`src/rtl/uart_word_tx_pkg.sv`:
```
// uart_word_tx_pkg: shared UART state encoding, default timing constants and width helper
package uart_word_tx_pkg;
  typedef enum logic [1:0] {S_IDLE, S_START, S_DATA, S_STOP} state_t;
  localparam int DEF_DATA_BITS      = 8;
  localparam int DEF_SB_TICK        = 16;
  localparam int DEF_OVERSAMPLE     = 16;
  localparam int DEF_BYTES_PER_WORD = 4;
  function automatic int cnt_width(input int n);
    return n > 1 ? $clog2(n) : 1;
  endfunction
endpackage

```
`src/rtl/uart_word_tx_byte.sv`:
```
// uart_word_tx_byte: 8N1 serializer timed by an oversampling baud tick, chainable with no idle gap
//  clk, reset       system clock, synchronous active-high reset
//  i_tick           baud tick (OVERSAMPLE per start/data bit, SB_TICK for stop)
//  i_din            byte to send, sampled with i_tx_start
//  i_tx_start       start request, honoured in IDLE or on the final stop-bit tick
//  o_tx             registered serial line, idle high
//  o_tx_done_tick   registered pulse after each stop bit
//  o_idle           decoded IDLE state
//  o_frame_end      combinational: this cycle's tick ends the stop bit
module uart_word_tx_byte
  import uart_word_tx_pkg::*;
#(
  parameter int DATA_BITS  = DEF_DATA_BITS,
  parameter int SB_TICK    = DEF_SB_TICK,
  parameter int OVERSAMPLE = DEF_OVERSAMPLE
) (
  input  logic                 clk,
  input  logic                 reset,
  input  logic                 i_tick,
  input  logic [DATA_BITS-1:0] i_din,
  input  logic                 i_tx_start,
  output logic                 o_tx,
  output logic                 o_tx_done_tick,
  output logic                 o_idle,
  output logic                 o_frame_end
);
  localparam int CW = cnt_width(OVERSAMPLE > SB_TICK ? OVERSAMPLE : SB_TICK);
  localparam int BW = cnt_width(DATA_BITS);
  localparam logic [CW-1:0] OS_LAST  = CW'(OVERSAMPLE - 1);
  localparam logic [CW-1:0] SB_LAST  = CW'(SB_TICK - 1);
  localparam logic [BW-1:0] BIT_LAST = BW'(DATA_BITS - 1);
  state_t               r_state;
  logic [CW-1:0]        r_tick_cnt;
  logic [BW-1:0]        r_bit_cnt;
  logic [DATA_BITS-1:0] r_byte;
  logic                 r_tx;
  logic                 r_done;
  logic                 w_os_end;
  logic                 w_bit_last;
  logic [CW-1:0]        w_tick_inc;
  assign w_os_end       = i_tick & (r_tick_cnt == OS_LAST);
  assign w_bit_last     = r_bit_cnt == BIT_LAST;
  assign w_tick_inc     = r_tick_cnt + CW'(1);
  assign o_frame_end    = (r_state == S_STOP) & i_tick & (r_tick_cnt == SB_LAST);
  assign o_idle         = r_state == S_IDLE;
  assign o_tx           = r_tx;
  assign o_tx_done_tick = r_done;
  always_ff @(posedge clk) begin
    if (reset) begin
      r_state    <= S_IDLE;
      r_tick_cnt <= '0;
      r_bit_cnt  <= '0;
      r_byte     <= '0;
      r_tx       <= 1'b1;
      r_done     <= 1'b0;
    end else begin
      r_done <= o_frame_end;
      case (r_state)
        S_IDLE:
          if (i_tx_start) begin
            r_state    <= S_START;
            r_tx       <= 1'b0;
            r_byte     <= i_din;
            r_tick_cnt <= '0;
            r_bit_cnt  <= '0;
          end
        S_START:
          if (i_tick) begin
            r_tick_cnt <= w_os_end ? '0 : w_tick_inc;
            if (w_os_end) begin
              r_state <= S_DATA;
              r_tx    <= r_byte[0];
            end
          end
        S_DATA:
          if (i_tick) begin
            r_tick_cnt <= w_os_end ? '0 : w_tick_inc;
            if (w_os_end) begin
              r_byte    <= r_byte >> 1;
              r_bit_cnt <= w_bit_last ? '0 : r_bit_cnt + BW'(1);
              r_state   <= w_bit_last ? S_STOP : S_DATA;
              r_tx      <= w_bit_last | r_byte[1];
            end
          end
        S_STOP:
          if (i_tick) begin
            r_tick_cnt <= o_frame_end ? '0 : w_tick_inc;
            // chaining straight into the next start bit keeps frames back to back
            if (o_frame_end) begin
              r_state <= i_tx_start ? S_START : S_IDLE;
              r_tx    <= ~i_tx_start;
              r_byte  <= i_tx_start ? i_din : r_byte;
            end
          end
        default: r_state <= S_IDLE;
      endcase
    end
  end
endmodule

```
`src/rtl/uart_word_tx.sv`:
```
// uart_word_tx: serializes 32-bit debug words as consecutive little-endian 8N1 frames
//  clk, reset       system clock, synchronous active-high reset
//  tick             baud tick from the shared baud generator
//  word_in          word to send; word_valid qualifies it
//  word_ready       high only while idle; transfer on word_valid & word_ready
//  tx               registered serial line, idle high
//  tx_busy          high from acceptance until the last stop bit completes
//  byte_done_tick   pulse after every frame's stop bit
//  word_done_tick   pulse coincident with the final byte_done_tick of a word
module uart_word_tx
  import uart_word_tx_pkg::*;
#(
  parameter int DATA_BITS      = DEF_DATA_BITS,
  parameter int SB_TICK        = DEF_SB_TICK,
  parameter int OVERSAMPLE     = DEF_OVERSAMPLE,
  parameter int BYTES_PER_WORD = DEF_BYTES_PER_WORD
) (
  input  logic                                clk,
  input  logic                                reset,
  input  logic                                tick,
  input  logic [DATA_BITS*BYTES_PER_WORD-1:0] word_in,
  input  logic                                word_valid,
  output logic                                word_ready,
  output logic                                tx,
  output logic                                tx_busy,
  output logic                                byte_done_tick,
  output logic                                word_done_tick
);
  localparam int IW = cnt_width(BYTES_PER_WORD);
  localparam logic [IW-1:0] LAST = IW'(BYTES_PER_WORD - 1);
  logic [DATA_BITS*BYTES_PER_WORD-1:0] r_word_buf;
  logic [IW-1:0]                       r_byte_idx;
  logic                                r_busy;
  logic                                r_word_done;
  logic [IW-1:0]                       w_next_idx;
  logic [DATA_BITS-1:0]                w_din;
  logic                                w_idle;
  logic                                w_accept;
  logic                                w_more;
  logic                                w_frame_end;
  assign w_accept       = word_valid & w_idle;
  assign w_more         = r_busy & (r_byte_idx != LAST);
  assign w_next_idx     = r_byte_idx + IW'(1);
  // the byte presented at a frame end is the one after the byte currently on the line
  assign w_din          = w_accept ? word_in[DATA_BITS-1:0] : r_word_buf[w_next_idx*DATA_BITS +: DATA_BITS];
  assign word_ready     = w_idle;
  assign tx_busy        = r_busy;
  assign word_done_tick = r_word_done;
  uart_word_tx_byte #(
    .DATA_BITS (DATA_BITS),
    .SB_TICK   (SB_TICK),
    .OVERSAMPLE(OVERSAMPLE)
  ) u_byte (
    .clk           (clk),
    .reset         (reset),
    .i_tick        (tick),
    .i_din         (w_din),
    .i_tx_start    (w_accept | w_more),
    .o_tx          (tx),
    .o_tx_done_tick(byte_done_tick),
    .o_idle        (w_idle),
    .o_frame_end   (w_frame_end)
  );
  always_ff @(posedge clk) begin
    if (reset) begin
      r_word_buf  <= '0;
      r_byte_idx  <= '0;
      r_busy      <= 1'b0;
      r_word_done <= 1'b0;
    end else begin
      r_word_done <= w_frame_end & ~w_more;
      if (w_accept) begin
        r_word_buf <= word_in;
        r_byte_idx <= '0;
        r_busy     <= 1'b1;
      end else if (w_frame_end) begin
        r_byte_idx <= w_more ? w_next_idx : r_byte_idx;
        r_busy     <= w_more;
      end
    end
  end
endmodule

```
`config.mk`:
```
export PLATFORM = sky130hd
export DESIGN_NAME = uart_word_tx
export DESIGN_NICKNAME = d
export VERILOG_FILES = /design/src/rtl/uart_word_tx_pkg.sv /design/src/rtl/uart_word_tx_byte.sv /design/src/rtl/uart_word_tx.sv
export SDC_FILE = /design/constraint.sdc
export NUM_CORES = 1
export LEC_CHECK = 0
export CORE_ASPECT_RATIO = 0.6
export CORE_MARGIN = 3
export CORE_UTILIZATION = 30
export CTS_CLUSTER_SIZE = 20
export DETAILED_ROUTE_END_ITERATION = 8
export PLACE_DENSITY = 0.55
export SETUP_SLACK_MARGIN = 0.05
export SLEW_MARGIN = 0
export SYNTH_ARGS = -nofsm -noshare
export SYNTH_HDL_FRONTEND = slang
export SYNTH_SLANG_ARGS = --single-unit
```
`constraint.sdc`:
```
create_clock -name clk -period 4.91 [get_ports clk]
set_input_delay 1.2275 -clock clk [delete_from_list [all_inputs] [get_ports clk]]
set_output_delay 1.2275 -clock clk [all_outputs]
set_load 0.01 [all_outputs]
```
==> out/metrics.csv <==
stage,metric,value,unit
critical_path,Required @ worst endpoint,3.68,ns
sta,Slew headroom,0.365,
global_route,number of antenna violations at the first check in global routing,0,
sta,Final Max Tran Viols,0,
worst_hold_path,hold path start,r_word_buf[13],
critical_path,Critical-path top delay cell,clkdlybuf4s50_1,
floorplanning,Core Area,8010,µm²
critical_path,worst r2r path cells,5,
yosys,YS warnings,0,
critical_path,CP Class,register to output pin,
critical_path,Worst R2R Setup Slack,2.42,ns
clock_tree,CTS Buffer Depth,2,
clock_tree,clk slew on worst S/H paths,0.07,ns
placement,IO buf count,40,
yosys,sequential-to-total area share from yosys stat,0.438,
yosys,Mapped Area,2510,µm²
sta,final hold violations,0,
critical_path,CP endpoint kind,output pin,
clock_tree,CTS tree,built,
clock_tree,Post-CTS Setup Bufs,0,
placement,Post-Place Cells,416,
sta,fin crit share,0.602,
sta,Layout Skew,0.00529,ns
global_route,first-pass GRT wire length,9870,µm
power,VDD IR max,0.166,mV
placement,Post-DP Area,2960,µm²
worst_hold_path,Hold EP,r_word_buf[13],
final_layout,fillers,831,
clock_tree,CTS root buf,clkbuf_16,
critical_path,Reg-to-Reg Start,r_byte_idx[0],
floorplanning,die width,124,µm
final_layout,Finished Layout Cells,424,
drt,post-route ant nets,0,
yosys,#FFs+latches synth,55,
floorplanning,die height,76.9,µm
placement,post-DP HPWL,4030,µm
sta,post-layout min period,2.96,ns
global_route,Total GRT Usage,0.127,
yosys,Cells after Synth,286,
clock_tree,CTS buffer count,5,
critical_path,worst path bufs/invs,2,
global_route,GR Overflow Total,0,
drt,DRT Pass-1 Iters,5,
sta,Max Fclk,338,MHz
sta,RSZ-0062 raised after global routing,no,
clock_tree,post-cts gate resize count,0,
critical_path,"critical path fanouts, max",9,
final_layout,Final Cell Area,3120,µm²
drt,WL/cell,14.0,µm
critical_path,"slowest stage delay, CP",0.61,ns
floorplanning,I/O pins,41,
final_layout,Final Core Density,0.390,
yosys,"Avg Cell Area, Syn",8.79,µm²
clock_tree,CTS sink count,55,
global_route,largest net degree at the start of global routing,52,
floorplanning,Row Count,25,
clock_tree,CTS Hold Bufs,0,
sta,setup TNS,0,ns
yosys,Syn Nets,331,
placement,gpl congestion,0.801,
job,max-cap check violation count,0,
final_layout,Synth-to-Final Area Change,24.0,%
yosys,Main synth FF type,dfxtp_1,
drt,via count,2062,
floorplanning,Starting Density,0.314,
clock_tree,Skew-Pair Late Insertion Delay,0.29,ns
drt,Post-Route WL,5920,µm
final_layout,# diodes,0,
yosys,count of unique library cells instantiated by Yosys,40,
critical_path,"CP delay by family, top",buffers and inverters,
power,Cell Pwr Density,486,nW/µm²
yosys,asr flop ratio synth,0,
sta,Worst Tran Pin Value,0.952,ns
yosys,Post-synth EDFFs,0,
sta,"Setup violations, final",0,
floorplanning,die area,9550,µm²
final_layout,layout cells sized above 1,0.0696,
clock_tree,H-tree depth,2,
drt,DR vias/cell,4.86,
global_route,vias in the first global route,1947,
run_status,status,"finished, final reports clean",
power,Lkg Pwr,1.11,nW
worst_hold_path,Hold Path Class,register to register,
final_layout,nets,360,
critical_path,CP arrival,1.73,ns
drt,Starting DRT DRC Count,108,
critical_path,CP startpoint kind,register,
critical_path,worst r2r dst,u_byte.r_byte[6],
worst_hold_path,WHS Path Cells,2,
critical_path,CP cell instances,inv_1 -> ha_1 -> clkdlybuf4s50_1,
drt,Remaining DRCs,0,
routing by layer:
metal	routed length (µm)	track usage	share of wire
met2	2360	0.170	0.40
met5	0	0	0
met4	27	0.0328	0.0046
met1	3220	0.198	0.55
met3	306	0.0299	0.052
cells in the mapped netlist (all sizes together) (2+ instances only):
library cell  instances  area share
nand3                 2      0.0040
dfxtp                55        0.44
o21ba                 2      0.0080
nor2b                 2      0.0050
o21ai                 5      0.0099
nand3b                7       0.021
o2111ai               2      0.0070
ha                    9       0.045
inv                   2      0.0030
buf                  13       0.028
nand2                79        0.12
nand2b                9       0.022
o22ai                 2      0.0050
or4                   2      0.0060
a32o                  7       0.028
and2                  2      0.0050
nor3                  7       0.016
mux4                  8       0.072
a21oi                40       0.080
clkbuf                7       0.010
nor2                  8       0.012
mux2i                 3       0.013
worst max path at each step:
stage                                 start  slack [ns]  cells after the start                 to
after global placement                 tick        1.83                      5  u_byte.r_state[0]
final                     u_byte.r_state[0]        1.95                      3         word_ready
after CTS                 u_byte.r_state[0]        1.95                      3         word_ready
after global routing             word_valid        1.82                      5   u_byte.r_byte[4]
after detailed placement         word_valid        1.69                      5   u_byte.r_byte[6]
after floorplan                  word_valid        2.63                      5   u_byte.r_byte[6]
final cells by class:
| cell class | instances | area, µm² | share of cell area |
|---|---|---|---|
| repair buffers | 42 | 410 | 0.132 |
| well taps | 108 | 135 | 0.0433 |
| inverters | 2 | 7.51 | 0.00241 |
| clock buffers | 8 | 156 | 0.0501 |
| multi-input cells | 209 | 1310 | 0.420 |
| flip-flops and latches | 55 | 1100 | 0.353 |
registers in the layout (all words and copies together) (netlist names), 2 cells and up:
register and flops:
r_word_buf 32, u_byte.r_byte 8, u_byte.r_state 2, r_byte_idx 2, u_byte.r_bit_cnt 3, u_byte.r_tick_cnt 4
report_power, final:
part / total, mW / internal [mW] / leakage [nW] / switching [mW]
Sequential: 0.589 / 0.538 / 0.450 / 0.0508
Clock: 0.367 / 0.217 / 0.0772 / 0.150
Combinational: 0.561 / 0.234 / 0.588 / 0.327
cells by family (layout without fill, tap and decap cells):
| family | Yosys count | count (layout) | synth area share |
|---|---|---|---|
| compound gates | 67 | 67 | 0.168 |
| xor+xnor | 1 | 1 | 0.00348 |
| fa+ha+maj | 9 | 9 | 0.0448 |
| buf+inv | 22 | 52 | 0.0418 |
| flops | 55 | 55 | 0.438 |
| mux | 11 | 11 | 0.0851 |
| simple gates | 121 | 121 | 0.219 |
placed cells by master, fill, tap and decap left out, types with 2 or more instances in the layout:
cell type / synthesis / layout
o22ai_1: 2 / 2
dfxtp_1: 55 / 55
nor3_1: 6 / 6
o21ba_2: 2 / 2
clkdlybuf4s50_1: 0 / 39
ha_1: 9 / 9
o21ai_0: 5 / 5
clkbuf_16: 0 / 5
and2_1: 2 / 2
nor2b_1: 2 / 2
inv_1: 2 / 2
clkbuf_8: 0 / 2
nor2_1: 8 / 8
nand3b_1: 7 / 7
mux4_2: 8 / 8
o2111ai_1: 2 / 2
nand3_1: 2 / 2
buf_4: 2 / 2
mux2i_1: 2 / 2
a21oi_1: 40 / 40
nand2_1: 79 / 79
or4_1: 2 / 2
a32o_1: 7 / 7
nand2b_1: 9 / 9
through the flow:
step	total power, mW	setup slack, ns	hold WS, ns
finish	1.52	1.95	0.454
CTS	1.53	1.95	0.458
global route	1.63	1.82	0.474
global placement	1.15	1.83	0.440
detailed placement	1.16	1.69	0.446
floorplan	0.998	2.63	0.433
worst register-to-register path: stages, from the launching register on:
cell and delay, ns:
dfxtp_1 0.78, ha_1 0.57, mux4_2 0.57, nand2_1 0.08
nand3b_1 0.10, a32o_1 0.27
Note: power is estimated with default switching activity, not from simulation.
